## config.mk

```make
export PLATFORM = sky130hd
export DESIGN_NAME = dmem_arbiter
export DESIGN_NICKNAME = d
export VERILOG_FILES = /design/src/rtl/dmem_arbiter.sv
export SDC_FILE = /design/constraint.sdc
export NUM_CORES = 1
export LEC_CHECK = 0
export CORE_AREA = 2 2 116 118
export CTS_BUF_LIST = sky130_fd_sc_hd__clkbuf_2
export CTS_CLUSTER_SIZE = 14
export DETAILED_ROUTE_END_ITERATION = 8
export DIE_AREA = 0 0 118 120
export GPL_TIMING_DRIVEN = 0
export PLACE_DENSITY = 0.7
export SETUP_SLACK_MARGIN = 0.05
export SKIP_LAST_GASP = 1
export SYNTH_ARGS = -nofsm -noshare
export SYNTH_HDL_FRONTEND = slang
export SYNTH_SLANG_ARGS = --single-unit
```

## constraint.sdc

```tcl
create_clock -name clk -period 5.9 [get_ports clk]
set_clock_uncertainty 0.1 [all_clocks]
set_input_delay 1.77 -clock clk [delete_from_list [all_inputs] [get_ports clk]]
set_output_delay 1.77 -clock clk [all_outputs]
set_load 0.03 [all_outputs]
```

## src/rtl/dmem_arbiter.sv

```systemverilog
// dmem_arbiter
//   Two-port round-robin arbiter that shares a single-port, word-addressed
//   data RAM (combinational read, synchronous write, DEPTH words) between
//   the CPU load/store path (port 0) and a debug/loader port (port 1).
//
// Ports
//   clk, reset            : system clock, asynchronous active-high reset
//   reqN/weN/adrN/dinN    : port N request, write flag, byte address, data
//   gntN                  : combinational grant, access completes this cycle
//   rvalidN/rdataN/errN   : registered completion, read data, range error
//   ram_we/ram_adr/ram_din: RAM write enable, byte address, write data
//   ram_dout              : RAM combinational read data
module dmem_arbiter #(
  parameter int unsigned DEPTH = 128,
  parameter int unsigned WIDTH = 32
) (
  input  logic             clk,
  input  logic             reset,
  input  logic             req0,
  input  logic             we0,
  input  logic [31:0]      adr0,
  input  logic [WIDTH-1:0] din0,
  output logic             gnt0,
  output logic             rvalid0,
  output logic [WIDTH-1:0] rdata0,
  output logic             err0,
  input  logic             req1,
  input  logic             we1,
  input  logic [31:0]      adr1,
  input  logic [WIDTH-1:0] din1,
  output logic             gnt1,
  output logic             rvalid1,
  output logic [WIDTH-1:0] rdata1,
  output logic             err1,
  output logic             ram_we,
  output logic [31:0]      ram_adr,
  output logic [WIDTH-1:0] ram_din,
  input  logic [WIDTH-1:0] ram_dout
);

  typedef enum logic {
    PRIO_P0 = 1'b0,
    PRIO_P1 = 1'b1
  } prio_e;

  prio_e            prio_q,    prio_d;
  logic             rvalid0_q, rvalid0_d;
  logic             rvalid1_q, rvalid1_d;
  logic             err0_q,    err0_d;
  logic             err1_q,    err1_d;
  logic [WIDTH-1:0] rdata0_q,  rdata0_d;
  logic [WIDTH-1:0] rdata1_q,  rdata1_d;

  logic in_range0;
  logic in_range1;
  logic win0;
  logic win1;

  // Full 30-bit word index is compared; high address bits must not alias
  // back into the array.
  always_comb begin
    in_range0 = ({2'b00, adr0[31:2]} < 32'(DEPTH));
    in_range1 = ({2'b00, adr1[31:2]} < 32'(DEPTH));
  end

  // Arbitration: a lone requester wins; on contention the preferred port
  // wins. Grants are suppressed while reset is held so an access in flight
  // is aborted immediately.
  always_comb begin
    win0 = 1'b0;
    win1 = 1'b0;
    if (!reset) begin
      if (req0 && req1) begin
        win0 = (prio_q == PRIO_P0);
        win1 = (prio_q == PRIO_P1);
      end else begin
        win0 = req0;
        win1 = req1;
      end
    end
    gnt0 = win0;
    gnt1 = win1;
  end

  // RAM drive: port 0 values pass through when nobody is granted.
  always_comb begin
    ram_adr = adr0;
    ram_din = din0;
    ram_we  = 1'b0;
    if (win1) begin
      ram_adr = adr1;
      ram_din = din1;
      ram_we  = we1 & in_range1;
    end else if (win0) begin
      ram_we  = we0 & in_range0;
    end
    ram_we = ram_we & ~reset;
  end

  // Next-state: the loser of a grant becomes preferred; completion status
  // is a one-cycle pulse; read data updates only for in-range reads.
  always_comb begin
    prio_d    = prio_q;
    rvalid0_d = win0;
    rvalid1_d = win1;
    err0_d    = win0 & ~in_range0;
    err1_d    = win1 & ~in_range1;
    rdata0_d  = rdata0_q;
    rdata1_d  = rdata1_q;
    if (win0) begin
      prio_d = PRIO_P1;
      if (!we0 && in_range0) rdata0_d = ram_dout;
    end
    if (win1) begin
      prio_d = PRIO_P0;
      if (!we1 && in_range1) rdata1_d = ram_dout;
    end
  end

  always_ff @(posedge clk or posedge reset) begin
    if (reset) begin
      prio_q    <= PRIO_P0;
      rvalid0_q <= 1'b0;
      rvalid1_q <= 1'b0;
      err0_q    <= 1'b0;
      err1_q    <= 1'b0;
      rdata0_q  <= '0;
      rdata1_q  <= '0;
    end else begin
      prio_q    <= prio_d;
      rvalid0_q <= rvalid0_d;
      rvalid1_q <= rvalid1_d;
      err0_q    <= err0_d;
      err1_q    <= err1_d;
      rdata0_q  <= rdata0_d;
      rdata1_q  <= rdata1_d;
    end
  end

  always_comb begin
    rvalid0 = rvalid0_q;
    rvalid1 = rvalid1_q;
    err0    = err0_q;
    err1    = err1_q;
    rdata0  = rdata0_q;
    rdata1  = rdata1_q;
  end

endmodule

```

==> results.tsv, run 1 <==
stage	metric	value	unit
clocking	cts_buffer_depth	2	
hold_path	hp-class	reg -> reg	
pwr	power_density	166	nW/um^2
floorplanning	dieArea	14200	sq um
timing	post-route-period-util	98.2	%
status	outcome	finished clean	
pwr	seq_power_share	42.0	%
timing	period_minus_slack	5790	ps
floorplanning	core_area	13000	sq um
logic_synthesis	synth_area	3480	sq um
finish	fin_nets	720	
logic_synthesis	synth_cell_types	21	
clocking	cts_setup_buffers	0	
route	drt_wl_total	13500	um
hold_path	whs_endpoint	rdata0[31]	
timing	maxSlewViolCount	0	
route	drtIter0Drc	152	
placement	dp_hpwl	11300	um
logic_synthesis	synthFlopType	dfrtp_1	
clocking	clock_latency	470	ps
logic_synthesis	synth.ff_latch_count	69	
critical_path	r2r-start	prio_q	
global_route	grt_max_degree	71	
critical_path	path_class	in -> out	
finish	layout.cells.non_filler	735	
floorplanning	die-width	118	um
floorplanning	initial_core_util	26.8	%
pwr	p_sw_share	29.2	%
pwr	p_comb_share	31.1	%
route	drt_pass1_iterations	3	
logic_synthesis	avgSynthCellArea	14.3	sq um
placement	port_buffers	300	
floorplanning	die_h	120	um
timing	fmax	173	MHz
finish	n_fill_cell	1183	
critical_path	reg2reg_depth	5	
global_route	grt_antenna_before_repair	0	
clocking	cts_tree	built	
global_route	globalRouteTotalUtil	18.5	%
logic_synthesis	synth_edf_count	0	
placement	place_inst	719	
route	vias	3305	
critical_path	cp.arrival	3920	ps
global_route	grt_pass1_wl	20000	um
route	wl_per_cell	18.3	um
timing	finalSetupViolCount	0	
logic_synthesis	synthCells	243	
flow_run	cap_violations	0	
finish	final_cell_area	6850	sq um
logic_synthesis	yosysSeqAreaShare	49.6	%
finish	drive_above_1_share	27.9	%
hold_path	holdCritStartpoint	rdata0[31]	
finish	areaGrowthSynthToFinish	96.6	%
timing	tightest_slew	844	ps
pwr	vdd_drop_max	0.0845	mV
logic_synthesis	syn-num-nets	409	
placement	dpl_cell_area	6710	sq um
timing	final_hold_viol_count	0	
clocking	clock-sinks	69	
critical_path	crit_start	reset	
floorplanning	row_count	42	
logic_synthesis	async_flop_share	100	%
floorplanning	ios	301	
global_route	grt-ovfl-total	0	
logic_synthesis	ys_warn_count	0	
timing	rsz0062_at_grt	true	
critical_path	worstReg2RegEnd	rdata1[20]	
placement	gp_congestion	0.786	
critical_path	worst_setup_path_start_kind	input pin	
pwr	p_leak	0.00296	uW
hold_path	min_path_cells	1	
clocking	numCtsBuffers	9	
route	drc	0	
timing	slew_headroom	43.8	%
pwr	p_sw	332	uW
clocking	htree_num_levels	3	
critical_path	crit_fanout	10	
pwr	p_int	806	uW
route	viasPerCell	4.50	
critical_path	critPathRequiredTime	4030	ps
clocking	path_clk_slew	180	ps
clocking	clockRootBuffer	clkbuf_2	
route	final_antenna_net_count	0	
critical_path	endpoint_kind	output port	
global_route	grt_pass1_vias	3615	
critical_path	rrSetupSlack	3900	ps
finish	antenna_cells	0	
pwr	p_clk_share	26.9	%
cell usage in the layout (no fill, tap or decap), types with 2 or more instances in the layout:
| cell | synthesis | final |
|---|---|---|
| nand2_1 | 3 | 3 |
| mux2_2 | 124 | 124 |
| nand2b_1 | 2 | 2 |
| nor2_1 | 3 | 3 |
| nor4_1 | 10 | 10 |
| clkbuf_2 | 0 | 9 |
| mux2_1 | 4 | 4 |
| nand4_1 | 2 | 2 |
| clkinv_2 | 0 | 2 |
| buf_6 | 6 | 6 |
| bufinv_16 | 0 | 2 |
| dlygate4sd2_1 | 0 | 28 |
| inv_1 | 3 | 2 |
| dlymetal6s2s_1 | 0 | 2 |
| dfrtp_1 | 69 | 69 |
| buf_4 | 0 | 2 |
| nor3_1 | 2 | 2 |
| clkdlybuf4s50_1 | 0 | 270 |
| clkbuf_4 | 0 | 5 |
stage by stage:
step | worst slack (ps) | utilization (%) | hold WS [ps] | TNS (ps) | total power (uW)
after floorplan | 168 | - | 379 | 0 | 641
after global placement | -1480 | 51.7 | 370 | -19020 | 846
after detailed placement | -556 | 51.7 | 376 | -23620 | 849
after CTS | 39.7 | 52.6 | 414 | 0 | 1150
after global routing | 10.1 | 52.7 | 437 | 0 | 1190
final | 108 | 52.7 | 409 | 0 | 1140
worst max-delay path, stage by stage:
cell	delay (ps)
clkdlybuf4s50_1	470
nand2b_1	220
a21oi_4	200
buf_4	250
clkbuf_4	250
mux2_2	380
dlygate4sd2_1	370
synthesized netlist by cell type, types with 2 or more instances:
master / instances / area share, %
mux2_2: 124 / 40
dfrtp_1: 69 / 50
nor4_1: 10 / 1.8
buf_6: 6 / 1.9
buf_2: 4 / 0.57
mux2_1: 4 / 1.3
clkbuf_1: 3 / 0.32
inv_1: 3 / 0.32
nand2_1: 3 / 0.32
nor2_1: 3 / 0.32
nand2b_1: 2 / 0.36
nand4_1: 2 / 0.36
nor3_1: 2 / 0.29
per-layer routing:
metal / vias to the layer above / GRT usage [%] / wire (um)
li1: 1521 / - / -
met1: 1613 / 20.6 / 5200
met2: 153 / 34.2 / 7180
met3: 18 / 5.61 / 835
met4: 0 / 5.12 / 239
met5: - / 0 / 0
power groups by stage:
| stage | combinational, uW | sequential, uW | clock [uW] |
|---|---|---|---|
| final | 354 | 478 | 306 |
| after global routing | 372 | 479 | 341 |
| after CTS | 356 | 478 | 319 |
| after detailed placement | 362 | 487 | 0 |
| after global placement | 359 | 487 | 0 |
| after floorplan | 151 | 490 | 0 |
area by class of cell:
type | instances | area (sq um) | area share, %
Tap cell | 176 | 220 | 3.22
Clock inverter | 7 | 90.1 | 1.32
Timing Repair Buffer | 300 | 2970 | 43.4
Sequential cell | 69 | 1730 | 25.2
Buffer | 13 | 120 | 1.75
Inverter | 3 | 13.8 | 0.201
Clock buffer | 9 | 45.0 | 0.658
Multi-Input combinational cell | 158 | 1660 | 24.2
worst max path at each step:
stage,end,slack [ps],cells past startpoint
3_3_place_gp,ram_we,-1480,5
3_5_place_dp,ram_we,-560,7
2_1_floorplan,ram_we,170,3
5_1_grt,ram_we,10,5
4_1_cts,ram_adr[11],40,7
6_report,ram_adr[11],110,7
flip-flops by register name, summed over array words and instances, names as in the netlist:
register  flops
prio_q        1
rvalid0       1
rvalid1       1
err0          1
rdata0       32
err1          1
rdata1       32
repair_timing:
| action | 4_1_cts | 5_1_grt |
|---|---|---|
| hold buffers | 0 | 0 |
| setup endpoints to repair | 66 | 52 |
| resized for setup | 35 | 10 |
| hold endpoints to repair | 0 | 0 |
kinds of logic after synthesis:
kind of cell           Yosys count  synth area share, %
flip-flops                      69                 49.6
multiplexers                   128                 41.4
AND/OR/NAND/NOR                 26                 5.10
buffers and inverters           16                 3.16
AO/OA/AOI/OAI                    4                0.790
Note: power is estimated with default switching activity, not from simulation.
==> inputs of run 2 (changes only) <==
- ABC_AREA: unset -> 0
- PLACE_DENSITY: 0.7 -> unset
- PLACE_DENSITY_LB_ADDON: unset -> 0.08
==> run 2 against run 1 <==
- cell count down 0.14%
- register-to-register slack better by 40 ps
- clock power barely moved
- global-route usage did not move
- via count shrank 2.4%
- flip-flop and latch count is the same
- setup slack gained 39 ps
- sequential power about the same
- utilization up 0.30 points
- hold slack improved by 6.8 ps
- sequential share of layout area decreased by 0.14 points
- die area stayed put
- critical endpoint is now ram_din[27]
==> results.tsv, run 2 (synthesis gave the netlist of run 1 again) <==
stage	metric	value	unit	change
status	outcome	finished clean		
clocking	path_clk_slew	170	ps	about the same
floorplanning	dieArea	14200	sq um	unchanged
clocking	numCtsBuffers	9		unchanged
timing	tns	0	ps	unchanged
placement	pre_cts_ws	-439	ps	+117 ps
timing	post-route-period-util	97.5	%	-0.66 points
finish	areaGrowthSynthToFinish	97.7	%	
placement	port_buffers	300		unchanged
timing	finalSetupViolCount	0		unchanged
clocking	cts_setup_buffers	0		unchanged
pwr	p_clk_share	27.1	%	+0.2 points
route	wl_per_cell	18.2	um	-0.50%
timing	final_hold_viol_count	0		unchanged
global_route	grt_antenna_before_repair	0		unchanged
hold_path	hp-class	reg -> reg		
finish	final_cell_area	6890	sq um	+0.57%
finish	multi_input_area	1660	sq um	unchanged
critical_path	crit_start	reset		
pwr	vdd_drop_max	0.0737	mV	-13%
global_route	globalRouteTotalUtil	18.5	%	unchanged
timing	fmax	174	MHz	+0.68%
floorplanning	die_h	120	um	unchanged
critical_path	worstReg2RegEnd	rdata1[27]		
critical_path	critPathRequiredTime	4030	ps	about the same
floorplanning	die-width	118	um	unchanged
pwr	seq_power_share	42.1	%	about the same
critical_path	r2r-start	prio_q		
flow_run	cap_violations	0		unchanged
route	viasPerCell	4.40		-2.2%
floorplanning	ios	301		unchanged
floorplanning	core_area	13000	sq um	unchanged
finish	drive_above_1_share	28.3	%	+0.41 points
pwr	p_sw	335	uW	+0.84%
critical_path	cp.arrival	3880	ps	-40 ps
route	final_antenna_net_count	0		unchanged
pwr	p_leak	0.00315	uW	+6.3%
timing	tightest_slew	622	ps	-222 ps
route	drt_pass1_iterations	4		+1
clocking	clock-sinks	69		unchanged
placement	gp_congestion	0.739		-5.9%
critical_path	rrSetupSlack	3940	ps	+40 ps
critical_path	worst_setup_path_start_kind	input pin		
global_route	grt_max_degree	71		unchanged
finish	postLayoutCoreUtil	53.0	%	+0.30 points
timing	period_minus_slack	5750	ps	-39.1 ps
clocking	htree_num_levels	3		unchanged
finish	layout_common_cells	clkdlybuf4s50_1 (246), mux2_2 (124), dfrtp_1 (69), dlygate4sd2_1 (30), dlymetal6s2s_1 (22)		
finish	register_area	1730	sq um	unchanged
timing	slew_headroom	58.5	%	+15 points
critical_path	crit_fanout	10		unchanged
route	drc	0		unchanged
finish	n_fill_cell	1173		-0.85%
clocking	ctsHoldBuffers	0		unchanged
pwr	power_density	165	nW/um^2	-0.74%
clocking	clockRootBuffer	clkbuf_2		
finish	antenna_cells	0		unchanged
floorplanning	row_count	42		unchanged
route	drtIter0Drc	103		-32%
route	vias	3227		-2.4%
route	drt_wl_total	13400	um	-0.63%
floorplanning	initial_core_util	26.8	%	unchanged
pwr	p_comb_share	30.8	%	-0.3 points
timing	setup_ws	147	ps	+39.1 ps
finish	fin_nets	720		unchanged
critical_path	endpoint_kind	output port		
pwr	p_int	801	uW	-0.60%
clocking	cts_tree	built		
placement	dp_hpwl	11300	um	+0.14%
global_route	grt-ovfl-total	0		unchanged
critical_path	path_class	in -> out		
timing	maxSlewViolCount	0		unchanged
critical_path	reg2reg_depth	5		unchanged
global_route	grt_pass1_vias	3530		-2.4%
global_route	grt_pass1_wl	20000	um	+0.31%
pwr	p_sw_share	29.5	%	+0.30 points
placement	dpl_cell_area	6710	sq um	unchanged
clocking	clock_latency	500	ps	+30 ps
clocking	cts_buffer_depth	2		unchanged
timing	rsz0062_at_grt	false		
critical_path	crit_path_end	ram_din[27]		
finish	final_common_cell	clkdlybuf4s50_1		
## run 2: cell types whose count changed in the layout (fill, tap and decap cells not counted)
| cell | change |
|---|---|
| buf_4 | +1 |
| clkbuf_2 | +2 |
| clkbuf_4 | -1 |
| clkdlybuf4s50_1 | -24 |
| clkinv_1 | -1 |
| clkinv_2 | -1 |
| clkinvlp_4 | +1 |
| dlygate4sd2_1 | +2 |
| dlymetal6s2s_1 | +20 |
| inv_4 | -1 |
| inv_6 | +1 |
## run 2: layer usage
metal	GRT usage (%)	share of wire [%]	vias to the layer above
met2	33.9	52	152
li1	-	-	1526
met1	21.5	40	1537
met3	5.13	6.9	12
met4	4.22	0.99	0
met5	0	0	-
## run 2: critical path, cell delays in order
cell	delay, ps
clkdlybuf4s50_1	490
nand2b_1	230
a21oi_4	190
clkbuf_4	250
mux2_2	350
clkdlybuf4s50_1	590
## run 2: layout make-up
class	count	area share (%)
Sequential cell	69	25.1
Inverter	3	0.236
Clock buffer	9	0.654
Clock inverter	6	1.29
Multi-Input combinational cell	158	24.1
Tap cell	176	3.20
Buffer	13	1.74
Timing Repair Buffer	300	43.7
## run 2: worst min path at each step
| stage | slack (ps) | startpoint | depth (start not counted) | to |
|---|---|---|---|---|
| 5_1_grt | 440 | rdata0[9] | 1 | rdata0[9] |
| 4_1_cts | 420 | rdata1[18] | 1 | rdata1[18] |
| 6_report | 420 | rdata1[18] | 1 | rdata1[18] |
| 3_5_place_dp | 380 | rdata1[18] | 1 | rdata1[18] |
| 2_1_floorplan | 380 | prio_q | 1 | prio_q |
| 3_3_place_gp | 370 | rdata0[31] | 1 | rdata0[31] |
## run 2: repair_timing
item / CTS / global route
endpoints found under the setup margin: 66 / 55
pin swaps: 0 / 0
resized for setup: 41 / 31
## run 2: power by group through the flow
| stage | Clock, uW | Combinational (uW) | Sequential (uW) |
|---|---|---|---|
| floorplan | 0 | 151 | 490 |
| global placement | 0 | 362 | 487 |
| detailed placement | 0 | 365 | 487 |
| CTS | 322 | 355 | 478 |
| global route | 338 | 369 | 479 |
| finish | 308 | 350 | 478 |
## run 2: per-stage QoR
step,hold slack (ps),cells,total power [uW]
after floorplan,379,243,641
after global placement,369,719,849
after detailed placement,380,719,851
after CTS,419,734,1160
after global routing,445,734,1190
final,416,734,1140
